**config.mk**
```make
export PLATFORM = sky130hd
export DESIGN_NAME = instr_queue
export DESIGN_NICKNAME = d
export VERILOG_FILES = /design/src/rtl/instr_queue.sv
export SDC_FILE = /design/constraint.sdc
export NUM_CORES = 1
export LEC_CHECK = 0
export CAP_MARGIN = 15
export CORE_MARGIN = 5
export CORE_UTILIZATION = 55
export DETAILED_ROUTE_END_ITERATION = 16
export PLACE_DENSITY = 0.8
export SYNTH_ARGS = -nofsm -noshare
export SYNTH_HDL_FRONTEND = slang
export SYNTH_SLANG_ARGS = --single-unit
```
**constraint.sdc**
```tcl
create_clock -name clock -period 4.63 [get_ports clock]
set_input_delay 0.926 -clock clock [delete_from_list [all_inputs] [get_ports clock]]
set_output_delay 0.926 -clock clock [all_outputs]
set_load 0.05 [all_outputs]
```
**src/rtl/instr_queue.sv**
```systemverilog
// ---------------------------------------------------------------------------
// instr_queue
// First-word-fall-through queue of {PC, instruction} pairs that sits between
// the instruction fetch unit and decode. Entries leave strictly in arrival
// order. A pre-decode legality flag is computed for the head entry.
//
// Ports
//   clock        single clock, all state changes on its rising edge
//   reset        synchronous, active-high reset
//   in_valid     fetch side presents an instruction
//   in_ready     queue can accept an instruction this cycle
//   in_pc        PC of the presented instruction (64 bits)
//   in_instr     32-bit instruction word
//   flush        discard every queued entry (redirect)
//   out_valid    head entry is valid for decode
//   out_ready    decode consumes the head entry this cycle
//   out_pc       PC of the head entry (0 when empty)
//   out_instr    instruction of the head entry (NOP 0x00000013 when empty)
//   out_illegal  head entry fails the pre-decode legality check
//   count        number of occupied entries
// ---------------------------------------------------------------------------
module instr_queue #(
   parameter int DEPTH = 4
) (
   input  logic                       clock,
   input  logic                       reset,
   input  logic                       in_valid,
   output logic                       in_ready,
   input  logic [63:0]                in_pc,
   input  logic [31:0]                in_instr,
   input  logic                       flush,
   output logic                       out_valid,
   input  logic                       out_ready,
   output logic [63:0]                out_pc,
   output logic [31:0]                out_instr,
   output logic                       out_illegal,
   output logic [$clog2(DEPTH):0]     count
);

   localparam int PW = $clog2(DEPTH);
   localparam int CW = PW + 1;
   localparam logic [31:0] NOP_INSTR = 32'h0000_0013;

   // Entry storage is never reset: an entry is only ever read after it
   // has been written, and the outputs are muxed to constants when empty.
   // The head must be visible in the same cycle it becomes valid, so the
   // read is combinational (small LUT-RAM style array).
   logic [63:0] pc_mem    [DEPTH];
   logic [31:0] instr_mem [DEPTH];

   logic [PW-1:0] rd_ptr_reg, rd_ptr_next;
   logic [PW-1:0] wr_ptr_reg, wr_ptr_next;
   logic [CW-1:0] count_reg,  count_next;

   logic do_push;
   logic do_pop;
   logic [31:0] head_instr;

   // Readiness looks only at occupancy, never at out_ready: a full queue
   // refuses a push even if the head leaves in the same cycle.
   assign in_ready  = (count_reg < CW'(DEPTH)) && !reset;
   assign out_valid = (count_reg != '0);
   assign count     = count_reg;

   // Flush and reset both override any transfer in the same cycle.
   assign do_push = in_valid && in_ready && !flush;
   assign do_pop  = out_valid && out_ready && !flush && !reset;

   always_comb begin
      rd_ptr_next = rd_ptr_reg;
      wr_ptr_next = wr_ptr_reg;
      count_next  = count_reg;
      if (flush) begin
         rd_ptr_next = '0;
         wr_ptr_next = '0;
         count_next  = '0;
      end else begin
         // DEPTH is a power of two, so pointer wrap is natural overflow.
         if (do_push) begin
            wr_ptr_next = wr_ptr_reg + 1'b1;
         end
         if (do_pop) begin
            rd_ptr_next = rd_ptr_reg + 1'b1;
         end
         case ({do_push, do_pop})
            2'b10:   count_next = count_reg + 1'b1;
            2'b01:   count_next = count_reg - 1'b1;
            default: count_next = count_reg;
         endcase
      end
   end

   always_ff @(posedge clock) begin
      if (reset) begin
         rd_ptr_reg <= '0;
         wr_ptr_reg <= '0;
         count_reg  <= '0;
      end else begin
         rd_ptr_reg <= rd_ptr_next;
         wr_ptr_reg <= wr_ptr_next;
         count_reg  <= count_next;
      end
   end

   // One write-enable per entry so each slot maps to a simple enabled register.
   generate
      for (genvar gi = 0; gi < DEPTH; gi++) begin : g_entry
         always_ff @(posedge clock) begin
            if (do_push && (wr_ptr_reg == PW'(gi))) begin
               pc_mem[gi]    <= in_pc;
               instr_mem[gi] <= in_instr;
            end
         end
      end
   endgenerate

   assign head_instr = instr_mem[rd_ptr_reg];

   always_comb begin
      out_pc      = 64'd0;
      out_instr   = NOP_INSTR;
      out_illegal = 1'b0;
      if (out_valid) begin
         out_pc    = pc_mem[rd_ptr_reg];
         out_instr = head_instr;
         // Compressed encodings and the all-zero / all-one words are
         // rejected; all-ones has low bits 11, so it needs its own test.
         out_illegal = (head_instr[1:0] != 2'b11) ||
                       (head_instr == 32'h0000_0000) ||
                       (head_instr == 32'hFFFF_FFFF);
      end
   end

endmodule

```
After elaboration in Yosys (flattened, before gate mapping)
Memory sizes are Yosys's and may differ from the RTL's. A register that Yosys moved wholly into a read port is not among the register bits.
Cells that the tools add are included.

cells by class
  add/subtract/negate cells = 4
  $lt $le $gt $ge = 1
  eq/ne operators = 7
  muxes and demuxes = 34
  reduce and logical (&&, ||, !) cells = 25

operators by type and width
  operator                count
  $mux W64                4
  $reduce_or A64 Y1       3
  $mux W32                4
  $reduce_or A32 Y1       3
  $eq A32 B32 Y1 const B  1
  $logic_not A32 Y1       1
  $mux W2                 10
  $mux W1                 15
  $logic_and A1 B1 Y1     10
  $eq A2 B2 Y1 const B    3
  $pmux W3 S2             1
  $add A2 B1 Y2 const B   2
  $eq A2 B1 Y1 const B    2
  $add A3 B1 Y3 const B   1
  $lt A3 B3 Y1 const B    1
  $reduce_bool A3 Y1      1
  $sub A3 B1 Y3 const B   1
  $logic_not A1 Y1        2
  $logic_not A2 Y1        1
  $logic_or A1 B1 Y1      2
  $ne A2 B2 Y1 const B    1
  $reduce_bool A2 Y1      1
  $reduce_or A2 Y1        1

word-level totals
  flip-flop bits (word level) = 7
  bits in writable memories = 384
  input bits = 101
  output and inout port bits = 102
  logic and storage cells = 76
  memories = 2

memory list
  name       words  bits a word  read ports  clocked after Yosys merged registers in  write ports  line  text
  pc_mem     4      64           1           1                                        1            48    logic [63:0] pc_mem [DEPTH];
  instr_mem  4      32           1           1                                        1            49    logic [31:0] instr_mem [DEPTH];

Depth between registers and ports, before layout
Gate-level depths: netlist of run 1.

  word-level depth = 11
  depth in mapped cells = 10
  gate-level depth less buffers = 9

Least setup slack after synthesis of run 1
OpenSTA, ideal clock, no wires.

  path type = input-to-reg
  start point = input port flush
  end point = memory instr_mem[0][0], enable pin
  library setup time = 0.466 ns
  data arrival time = 3.827 ns
  data required time = 4.164 ns
  setup slack = 0.337 ns
  cell stages on the path = 4
  buffers on the path = 1
  cell sequence = or2_2 > buf_2 > nor2b_1 > and2_1

on the way
  cells in the longest elaborated chain, start to end = 9
  elaborated cells on any way between the ends = 23
  classes of those cells = mux (14); reduce/logical (9)

ends and longest elaborated chain
  element                                                    line  text
  from (decl)                                                31    input logic flush,
  $logic_not A1 Y1 (*)                                       66    assign do_push = in_valid && in_ready && !flush;
  $logic_and A1 B1 Y1 (*)                                    66
  $logic_and A1 B1 Y1                                        109   if (do_push && (wr_ptr_reg == PW'(gi))) begin
  $mux W1                                                    109
  $mux W1 (implied by the code)                              111   instr_mem[gi] <= in_instr;
  $reduce_or A32 Y1 (no line)                                -
  $mux W2 (no line) or $mux W1 (tied branches) (3 in a row)  -
  to (decl)                                                  49

Every way passes the cells marked *; elsewhere a longest branch is shown, timed or not.

==> results of run 1 <==
metrics by stage:
step | std cells | utilization, % | area [sq um] | hold slack [ps] | total power, mW
2_1_floorplan | 673 | - | 15100 | 485 | 4.14
3_3_place_gp | 1204 | 65.2 | 17600 | 518 | 4.31
3_5_place_dp | 1204 | 65.2 | 17600 | 532 | 4.32
4_1_cts | 1274 | 69.6 | 18800 | 560 | 7.20
5_1_grt | 1274 | 69.6 | 18800 | 591 | 7.38
6_report | 1274 | 69.6 | 18800 | 552 | 7.13
area by class of cell:
class | count | area, sq um
Fill cell | 1655 | 8200
Tap cell | 341 | 427
Clock inverter | 16 | 104
Multi-Input combinational cell | 240 | 3120
Timing Repair Buffer | 223 | 2280
Clock buffer | 54 | 1070
Inverter | 7 | 26.3
Sequential cell | 393 | 11700
where the power goes:
group / internal [mW] / total (mW) / switching (mW)
clock network: 1.68 / 2.89 / 1.21
registers: 3.94 / 3.95 / 0.00909
logic: 0.136 / 0.289 / 0.153
total: 5.76 / 7.13 / 1.37
critical path: stages (launching register included):
cell	delay, ps
dfxtp_4	650
buf_12	300
mux4_2	550
or2_2	320
clkdlybuf4s50_1	710
layer usage:
metal	up-vias	track usage, %	routed length [microns]
li1	3217	-	-
met1	3754	24.6	11500
met2	216	34.1	15700
met3	54	3.38	1470
met4	2	5.59	748
met5	-	0	20
cell families (layout without fill, tap and decap cells):
| kind of cell | after synthesis | count (layout) | share of synthesized area, % |
|---|---|---|---|
| muxes | 96 | 96 | 14.6 |
| DFF | 393 | 393 | 77.7 |
| AOI/OAI and AO/OA | 5 | 5 | 0.174 |
| buffers and inverters | 40 | 300 | 1.59 |
| xor gates and xnor gates | 5 | 5 | 0.291 |
| adders and majority gates | 6 | 6 | 0.548 |
| and+or+nand+nor | 128 | 128 | 5.10 |
placed cells by master, fill, tap and decap left out, types with 2 or more instances in the layout:
cell	count
edfxtp_1	384
clkdlybuf4s50_1	201
and2_1	93
mux4_2	88
clkbuf_16	41
buf_4	14
clkbuf_1	13
nor2_1	10
mux4_1	8
buf_12	8
nand4_1	7
clkinv_2	7
dfxtp_1	7
inv_1	6
clkinv_1	6
ha_1	5
and2_4	4
nand2_1	3
a21oi_1	3
xor2_1	3
or2_2	2
or2_1	2
nor2b_1	2
nor4_1	2
xnor2_1	2
dfxtp_4	2
worst min path at each step:
stage | from | end | slack [ps] | cells after the start
2_1_floorplan | rd_ptr_reg[1]$_SDFFE_PP0P_ | register | 480 | 2
3_3_place_gp | rd_ptr_reg[0]$_SDFFE_PP0P_ | rd_ptr_reg[0]$_SDFFE_PP0P_ | 520 | 2
3_5_place_dp | rd_ptr_reg[0]$_SDFFE_PP0P_ | register | 530 | 2
4_1_cts | rd_ptr_reg[0]$_SDFFE_PP0P_ | register | 560 | 2
5_1_grt | count[1]$_SDFFE_PP0P_ | count[1]$_SDFFE_PP0P_ | 590 | 2
6_report | rd_ptr_reg[0]$_SDFFE_PP0P_ | register | 550 | 2
==> impl_metrics.toml, run 1 <==
[layout]
final_nets = 1012
antenna_cells = 0
drive_above_1_share_pct = 18.2
largest_register_ffs = 256
area_delta_synth_final_pct = 24.5

[timing]
final.min_clock_period_ps = 3970
rsz0062_at_grt = "no"
finalSetupViolCount = 0
hold_violations = 0
tightest_slew_ps = 605
tns_ps = 0
setup_ws_ps = 660
max_freq_mhz = 252
max_slew_margin_pct = 59.5
drv_slew = 0
fin_skew_ps = 7.62
fin_crit_sh_pct = 85.8

[worst_setup_path]
r2r_slack_ps = 2180
endpoint_kind = "output pin"
path_class = "register to output pin"
crit_required_ps = 3700
worstReg2RegStart = "count[2]$_SDFFE_PP0P_"
endpoint = "out_instr[4]"
reg2regPathDepth = 9
startpoint_type = "register"
crit_arrival_ps = 3040
cp_max_fo = 26
reg2reg_to = "count[2]$_SDFFE_PP0P_"

[power]
cellLeakagePower_nw = 5.90
powerDensity_mw_per_mm2 = 380
ir_drop_uv = 379

[routing]
ant_nets = 0
wl_mm = 29.5
drt-initial-drc-count = 618
dr.pass1.iters = 5
route.vias.total = 7243
drc_errors = 0
wl_per_cell_microns = 23.1
vias_per_cell = 5.69

[synthesis]
synth_nets = 780
synth_flop_cell = "edfxtp_1"
postSynthCellCount = 673
synth_edf_count = 384
ys_top_cells_by_area = "edfxtp_1 77%, mux4_2 13%, and2_1 4.0%, mux4_1 1.4%, dfxtp_1 1.2%"
yosysUniqueCellTypes = 29
async_flop_share_pct = 0
syn_area_sq_mm = 0.0151
synth_area_per_cell_sq_um = 22.4
yosysSeqAreaShare_pct = 77.7
synth_area_leader_cell = "edfxtp_1"
synth_seq_cells = 393
yosysMostFrequentCell = "edfxtp_1"
yosys-top-cells-count = "384 x edfxtp_1, 97 x and2_1, 88 x mux4_2"
ys_warn_count = 0
synth_top_area_share_pct = 76.5

[clock_tree]
clock_path_buffers = 3
cts_root_buf = "clkbuf_16"
tritoncts = "built"
cts_resized = 0
post_cts_buffers = 0
h-tree-depth = 2
cts.clk_slew.worst_paths_ps = 60
clk_latency_ps = 500
cts_buffers = 40
hold_buffers = 0
clock-sinks = 393

[floorplan]
die_w_microns = 176
initial_core_util_pct = 55.9
dieHeight_microns = 176
ioPinCount = 203
dieArea_sq_mm = 0.0308
rows = 60
core-area_sq_mm = 0.0270

[global_routing]
gr-total-overflow = 0
antenna_found_initial = 1
track_usage_pct = 19.2
grt_pass1_vias = 7899
grt_max_degree = 62
grt_pass1_wl_mm = 45.5

[placed_design]
hpwlAfterDp_mm = 18.3
dp_worst_setup_slack_ps = 1110
place_congestion = 0.738
io_buffer_count = 202

[run]
maxCapViolCount = 0

[hold_path]
hold_class = "register to register"

[status]
status = "complete, no violations"
Note: power is estimated with default switching activity, not from simulation.
==> run 2: changes to the inputs <==
--- a/config.mk
+++ b/config.mk
@@ -9,6 +9,7 @@
 export CORE_MARGIN = 5
 export CORE_UTILIZATION = 55
 export DETAILED_ROUTE_END_ITERATION = 16
+export GPL_TIMING_DRIVEN = 0
 export PLACE_DENSITY = 0.8
 export SYNTH_ARGS = -nofsm -noshare
 export SYNTH_HDL_FRONTEND = slang
==> run 2 against run 1 <==
Effect of this change:
- clock power up 14%
- design area up 1.4%
- via count up 0.52%
- wire length up 2.6%
- global-route usage up 0.57 points
- die area unchanged
- first-iteration DRC count down 12%
- critical path depth up 4
- clock skew up 11 ps
==> impl_metrics.toml, run 2 (same netlist as run 1, synthesis figures left out) <==
[routing]
vias_per_cell = 5.63
wl_per_cell_microns = 23.4
route.vias.total = 7281
dr.pass1.iters = 5
drt-initial-drc-count = 542
ant_nets = 0
drc_errors = 0
wl_mm = 30.2

[global_routing]
antenna_found_initial = 2
gr-total-overflow = 0
track_usage_pct = 19.8
grt_pass1_vias = 7959
grt_pass1_wl_mm = 46.6
grt_max_degree = 60

[worst_setup_path]
cpPeakStageDelay_ps = 860
cp_cell_sequence = "buf_2, buf_2, mux4_2, nand4_1, nor4_1, nand2_1, a31oi_1, clkdlybuf4s50_1"
worst_path_most_repeated_cell = "buf_2"
cpMaxStageDelayCell = "clkdlybuf4s50_1"
cp_max_fo = 10
path_class = "register to output pin"
crit_arrival_ps = 3340
endpoint_kind = "output pin"
crit_required_ps = 3700
startpoint_type = "register"

[clock_tree]
post_cts_buffers = 0
cts_root_buf = "clkbuf_16"
clock_path_buffers = 3
cts.clk_slew.worst_paths_ps = 60
cts_resized = 0
cts_buffers = 40
clk_latency_ps = 510
clock-sinks = 393
h-tree-depth = 2
hold_buffers = 0
tritoncts = "built"

[status]
status = "complete, no violations"

[timing]
setup_ws_ps = 369
max_freq_mhz = 235
finalSetupViolCount = 0
drv_slew = 0
holdWs_ps = 518
tightest_slew_ps = 789
max_slew_margin_pct = 47.4
fin_skew_ps = 18.7
rsz0062_at_grt = "no"
fin_crit_sh_pct = 92.0
hold_violations = 0
final.min_clock_period_ps = 4260

[layout]
largest_register_ffs = 256
layout_commonest_cell = "edfxtp_1"
drive_above_1_share_pct = 18.1
mostFrequentLayoutCells = "384 x edfxtp_1, 202 x clkdlybuf4s50_1, 93 x and2_1"
area_delta_synth_final_pct = 26.2
final_nets = 1028

[power]
powerDensity_mw_per_mm2 = 396
cellLeakagePower_nw = 6.01
ir_drop_uv = 367

[run]
maxCapViolCount = 0

[floorplan]
core-area_sq_mm = 0.0270
initial_core_util_pct = 55.9
ioPinCount = 203
dieHeight_microns = 176
die_w_microns = 176
rows = 60
dieArea_sq_mm = 0.0308

[placed_design]
place_congestion = 0.712
io_buffer_count = 202
dp_worst_setup_slack_ps = 644
hpwlAfterDp_mm = 18.9

[hold_path]
hold_class = "register to register"
[run 2: cell count changes in the layout (fill, tap and decap cells not counted), moves of 6 or more]
cell and change:
buf_4 -14, clkbuf_1 +9, buf_2 +8, buf_12 -7, buf_6 +7, bufinv_16 +6
[run 2: where the power goes]
part,switching (mW),leakage [nW],internal (mW)
registers,0.00874,3.54,3.94
logic,0.154,1.81,0.136
clock network,1.25,0.661,2.04
[run 2: final cells by class]
cell class / instances / area, sq um
diodes: 1 / 2.50
plain buffers: 33 / 214
clock buffers: 51 / 1080
flip-flops and latches: 393 / 11700
repair buffers: 206 / 2130
multi-input cells: 240 / 3130
clock inverters: 21 / 280
fillers: 1630 / 7950
well taps: 341 / 427
inverters: 7 / 26.3
[run 2: through the flow]
step	std cells	utilization [%]	instance area (sq um)	TNS (ps)	power, mW
3_3_place_gp	1216	65.0	17500	-721700	4.31
4_1_cts	1292	70.5	19000	0	7.59
6_report	1293	70.5	19000	0	7.53
5_1_grt	1293	70.5	19000	0	7.77
2_1_floorplan	673	-	15100	0	4.14
3_5_place_dp	1220	65.4	17600	0	4.32
[run 2: critical path, delay by kind of cell (launching register included)]
kind | cells | cell delay, ps
AO/OA/AOI/OAI | 1 | 200
buffers and inverters | 3 | 1340
flip-flops | 1 | 300
multiplexers | 1 | 270
AND/OR/NAND/NOR | 3 | 690
[run 2: final timing paths]
| check | depth (start not counted) | slack (ps) | start | endpoint |
|---|---|---|---|---|
| worst min register to register | 2 | 520 | rd_ptr_reg[1]$_SDFFE_PP0P_ | register |
| worst min-delay path | 2 | 520 | rd_ptr_reg[1]$_SDFFE_PP0P_ | register |
| worst max register to register | 4 | 2150 | count[2]$_SDFFE_PP0P_ | pc_mem[2][10]$_DFFE_PP_ |
| worst max-delay path | 8 | 370 | register | out_illegal |
[run 2: metal layers]
layer  routed length (microns)  GRT usage [%]  vias up
met4                       613           5.23        2
met1                     12400           26.8     3778
met5                        11              0        -
li1                          -              -     3254
met3                      1630           4.05       39
met2                     15600           33.5      208
==> run 3: changes to the inputs <==
--- a/config.mk
+++ b/config.mk
@@ -7,10 +7,11 @@
 export LEC_CHECK = 0
 export CAP_MARGIN = 15
 export CORE_MARGIN = 5
-export CORE_UTILIZATION = 55
+export CORE_UTILIZATION = 30
 export DETAILED_ROUTE_END_ITERATION = 16
+export DONT_BUFFER_PORTS = 1
 export GPL_TIMING_DRIVEN = 0
-export PLACE_DENSITY = 0.8
+export REMOVE_ABC_BUFFERS = 1
 export SYNTH_ARGS = -nofsm -noshare
 export SYNTH_HDL_FRONTEND = slang
 export SYNTH_SLANG_ARGS = --single-unit
==> run 3 against run 2 <==
Effect of this change:
- critical path type unchanged
- wire length up 5.1%
- cell count grew 8.5%
- combinational power down 49%
- clock power grew 1%
==> impl_metrics.toml, run 3 (same netlist as run 1, synthesis figures left out) <==
[status]
status = "complete, no violations"

[timing]
max_freq_mhz = 232
setup_ws_ps = 315
holdWs_ps = 468
fin_crit_sh_pct = 93.2
drv_slew = 0
finalSetupViolCount = 0
hold_violations = 0
tightest_slew_ps = 897
max_slew_margin_pct = 39.8
fin_skew_ps = 12.3
rsz0062_at_grt = "no"
final.min_clock_period_ps = 4310

[worst_setup_path]
cpPeakStageDelay_ps = 630
endpoint = "out_illegal"
worstReg2RegStart = "count[2]$_SDFFE_PP0P_"
cp_max_fo = 38
startpoint_type = "register"
reg2reg_to = "count[2]$_SDFFE_PP0P_"
cpMaxStageDelayCell = "dfxtp_4"
reg2regPathDepth = 8
r2r_slack_ps = 1490
crit_arrival_ps = 3390
path_class = "register to output pin"
cp_cell_sequence = "buf_12, buf_16, mux4_2, nand4_1, nor4_2, nand2_1, a31oi_4"
endpoint_kind = "output pin"
crit_required_ps = 3700

[clock_tree]
h-tree-depth = 2
cts.clk_slew.worst_paths_ps = 60
cts_root_buf = "clkbuf_16"
clock-sinks = 393
tritoncts = "built"
cts_buffers = 43
clock_path_buffers = 3
clk_latency_ps = 550
hold_buffers = 0

[layout]
drive_above_1_share_pct = 24.1
area_delta_synth_final_pct = 15.8
final_nets = 806
largest_register_ffs = 256
seq_area_sq_mm = 0.0117
multiInputGateArea_sq_mm = 0.00314
layout_commonest_cell = "edfxtp_1"
stdcell_area_sq_mm = 0.0175
antenna_cells = 0
mostFrequentLayoutCells = "384 x edfxtp_1, 93 x and2_1, 88 x mux4_2"
fill_cells = 4628
stdcell_count = 1403

[power]
cellLeakagePower_nw = 5.27
ir_drop_uv = 323
powerDensity_mw_per_mm2 = 426

[placed_design]
dpl.cell_count = 1324
hpwlAfterDp_mm = 19.5
postPlaceCellArea_sq_mm = 0.0160
io_buffer_count = 0
place_congestion = 0.649
dp_worst_setup_slack_ps = -77.3

[floorplan]
initial_core_util_pct = 30.1
dieArea_sq_mm = 0.0548
dieHeight_microns = 234
rows = 82
core-area_sq_mm = 0.0500
ioPinCount = 203
die_w_microns = 234

[global_routing]
antenna_found_initial = 0
track_usage_pct = 11.5
gr-total-overflow = 0
grt_pass1_vias = 6913
grt_pass1_wl_mm = 46.5
grt_max_degree = 67

[routing]
wl_per_cell_microns = 22.6
ant_nets = 0
drc_errors = 0
wl_mm = 31.8
drt-initial-drc-count = 374
vias_per_cell = 4.61
dr.pass1.iters = 4
route.vias.total = 6468

[hold_path]
hold_class = "input pin to register"

[run]
maxCapViolCount = 0
## run 3: cell count changes in the layout (fill, tap and decap cells not counted), sizes merged
| cell | change |
|---|---|
| clkdlybuf4s50 | -202 |
| clkbuf | -12 |
| buf | -9 |
| bufinv | -4 |
| clkinv | +4 |
| inv | +3 |
| diode | -1 |
## run 3: how the worst min path moves through the flow
| stage | to | cells past startpoint | slack (ps) | from |
|---|---|---|---|---|
| 2_1_floorplan | register | 2 | 480 | rd_ptr_reg[1]$_SDFFE_PP0P_ |
| 3_3_place_gp | register | 2 | 510 | rd_ptr_reg[1]$_SDFFE_PP0P_ |
| 3_5_place_dp | register | 2 | 520 | rd_ptr_reg[1]$_SDFFE_PP0P_ |
| 4_1_cts | pc_mem[1][26]$_DFFE_PP_ | 0 | 410 | in_pc[26] |
| 5_1_grt | pc_mem[3][7]$_DFFE_PP_ | 0 | 420 | in_pc[7] |
| 6_report | pc_mem[2][14]$_DFFE_PP_ | 0 | 470 | in_pc[14] |
## run 3: report_power, final
| group | switching, mW | internal (mW) | total, mW |
|---|---|---|---|
| Clock | 1.36 | 1.97 | 3.33 |
| Sequential | 0.00881 | 3.94 | 3.95 |
| Combinational | 0.107 | 0.0408 | 0.148 |
| Total | 1.47 | 5.95 | 7.43 |
## run 3: worst max-delay path: cells and delay by family (launching register included)
family / cells / cell delay, ps
mux: 1 / 270
simple gates: 3 / 860
flops: 1 / 630
buf+inv: 2 / 540
compound gates: 1 / 450
## run 3: layer usage
layer	vias to the layer above	GRT usage [%]	share of wire, %
met5	-	0	0
met4	0	3.82	2.5
met3	49	5.11	9.5
met2	165	17.8	47
met1	3465	14.5	41
li1	2789	-	-
## run 3: cell type report
class | count | share of cell area [%]
clock inverter | 24 | 1.14
multi-input combinational | 240 | 18.0
inverter | 7 | 0.165
sequential | 393 | 67.2
clock buffer | 53 | 6.74
tap | 672 | 4.82
timing repair buffer | 14 | 1.96
## run 3: repair_timing
action,CTS,global route
gates cloned,0,0
gates resized for setup,3,0
endpoints found under the setup margin,1,1
endpoints found under the hold margin,0,0
setup buffers,1,1
pin swaps,0,1
## run 3: stage by stage
| step | setup TNS, ps | util, % | total power, mW |
|---|---|---|---|
| final | 0 | 34.9 | 7.43 |
| after global routing | 0 | 34.9 | 7.71 |
| after CTS | 0 | 34.9 | 7.56 |
| after detailed placement | -77.3 | 32.1 | 4.18 |
| after global placement | -1031710 | 31.4 | 4.18 |
| after floorplan | -119930 | - | 4.14 |
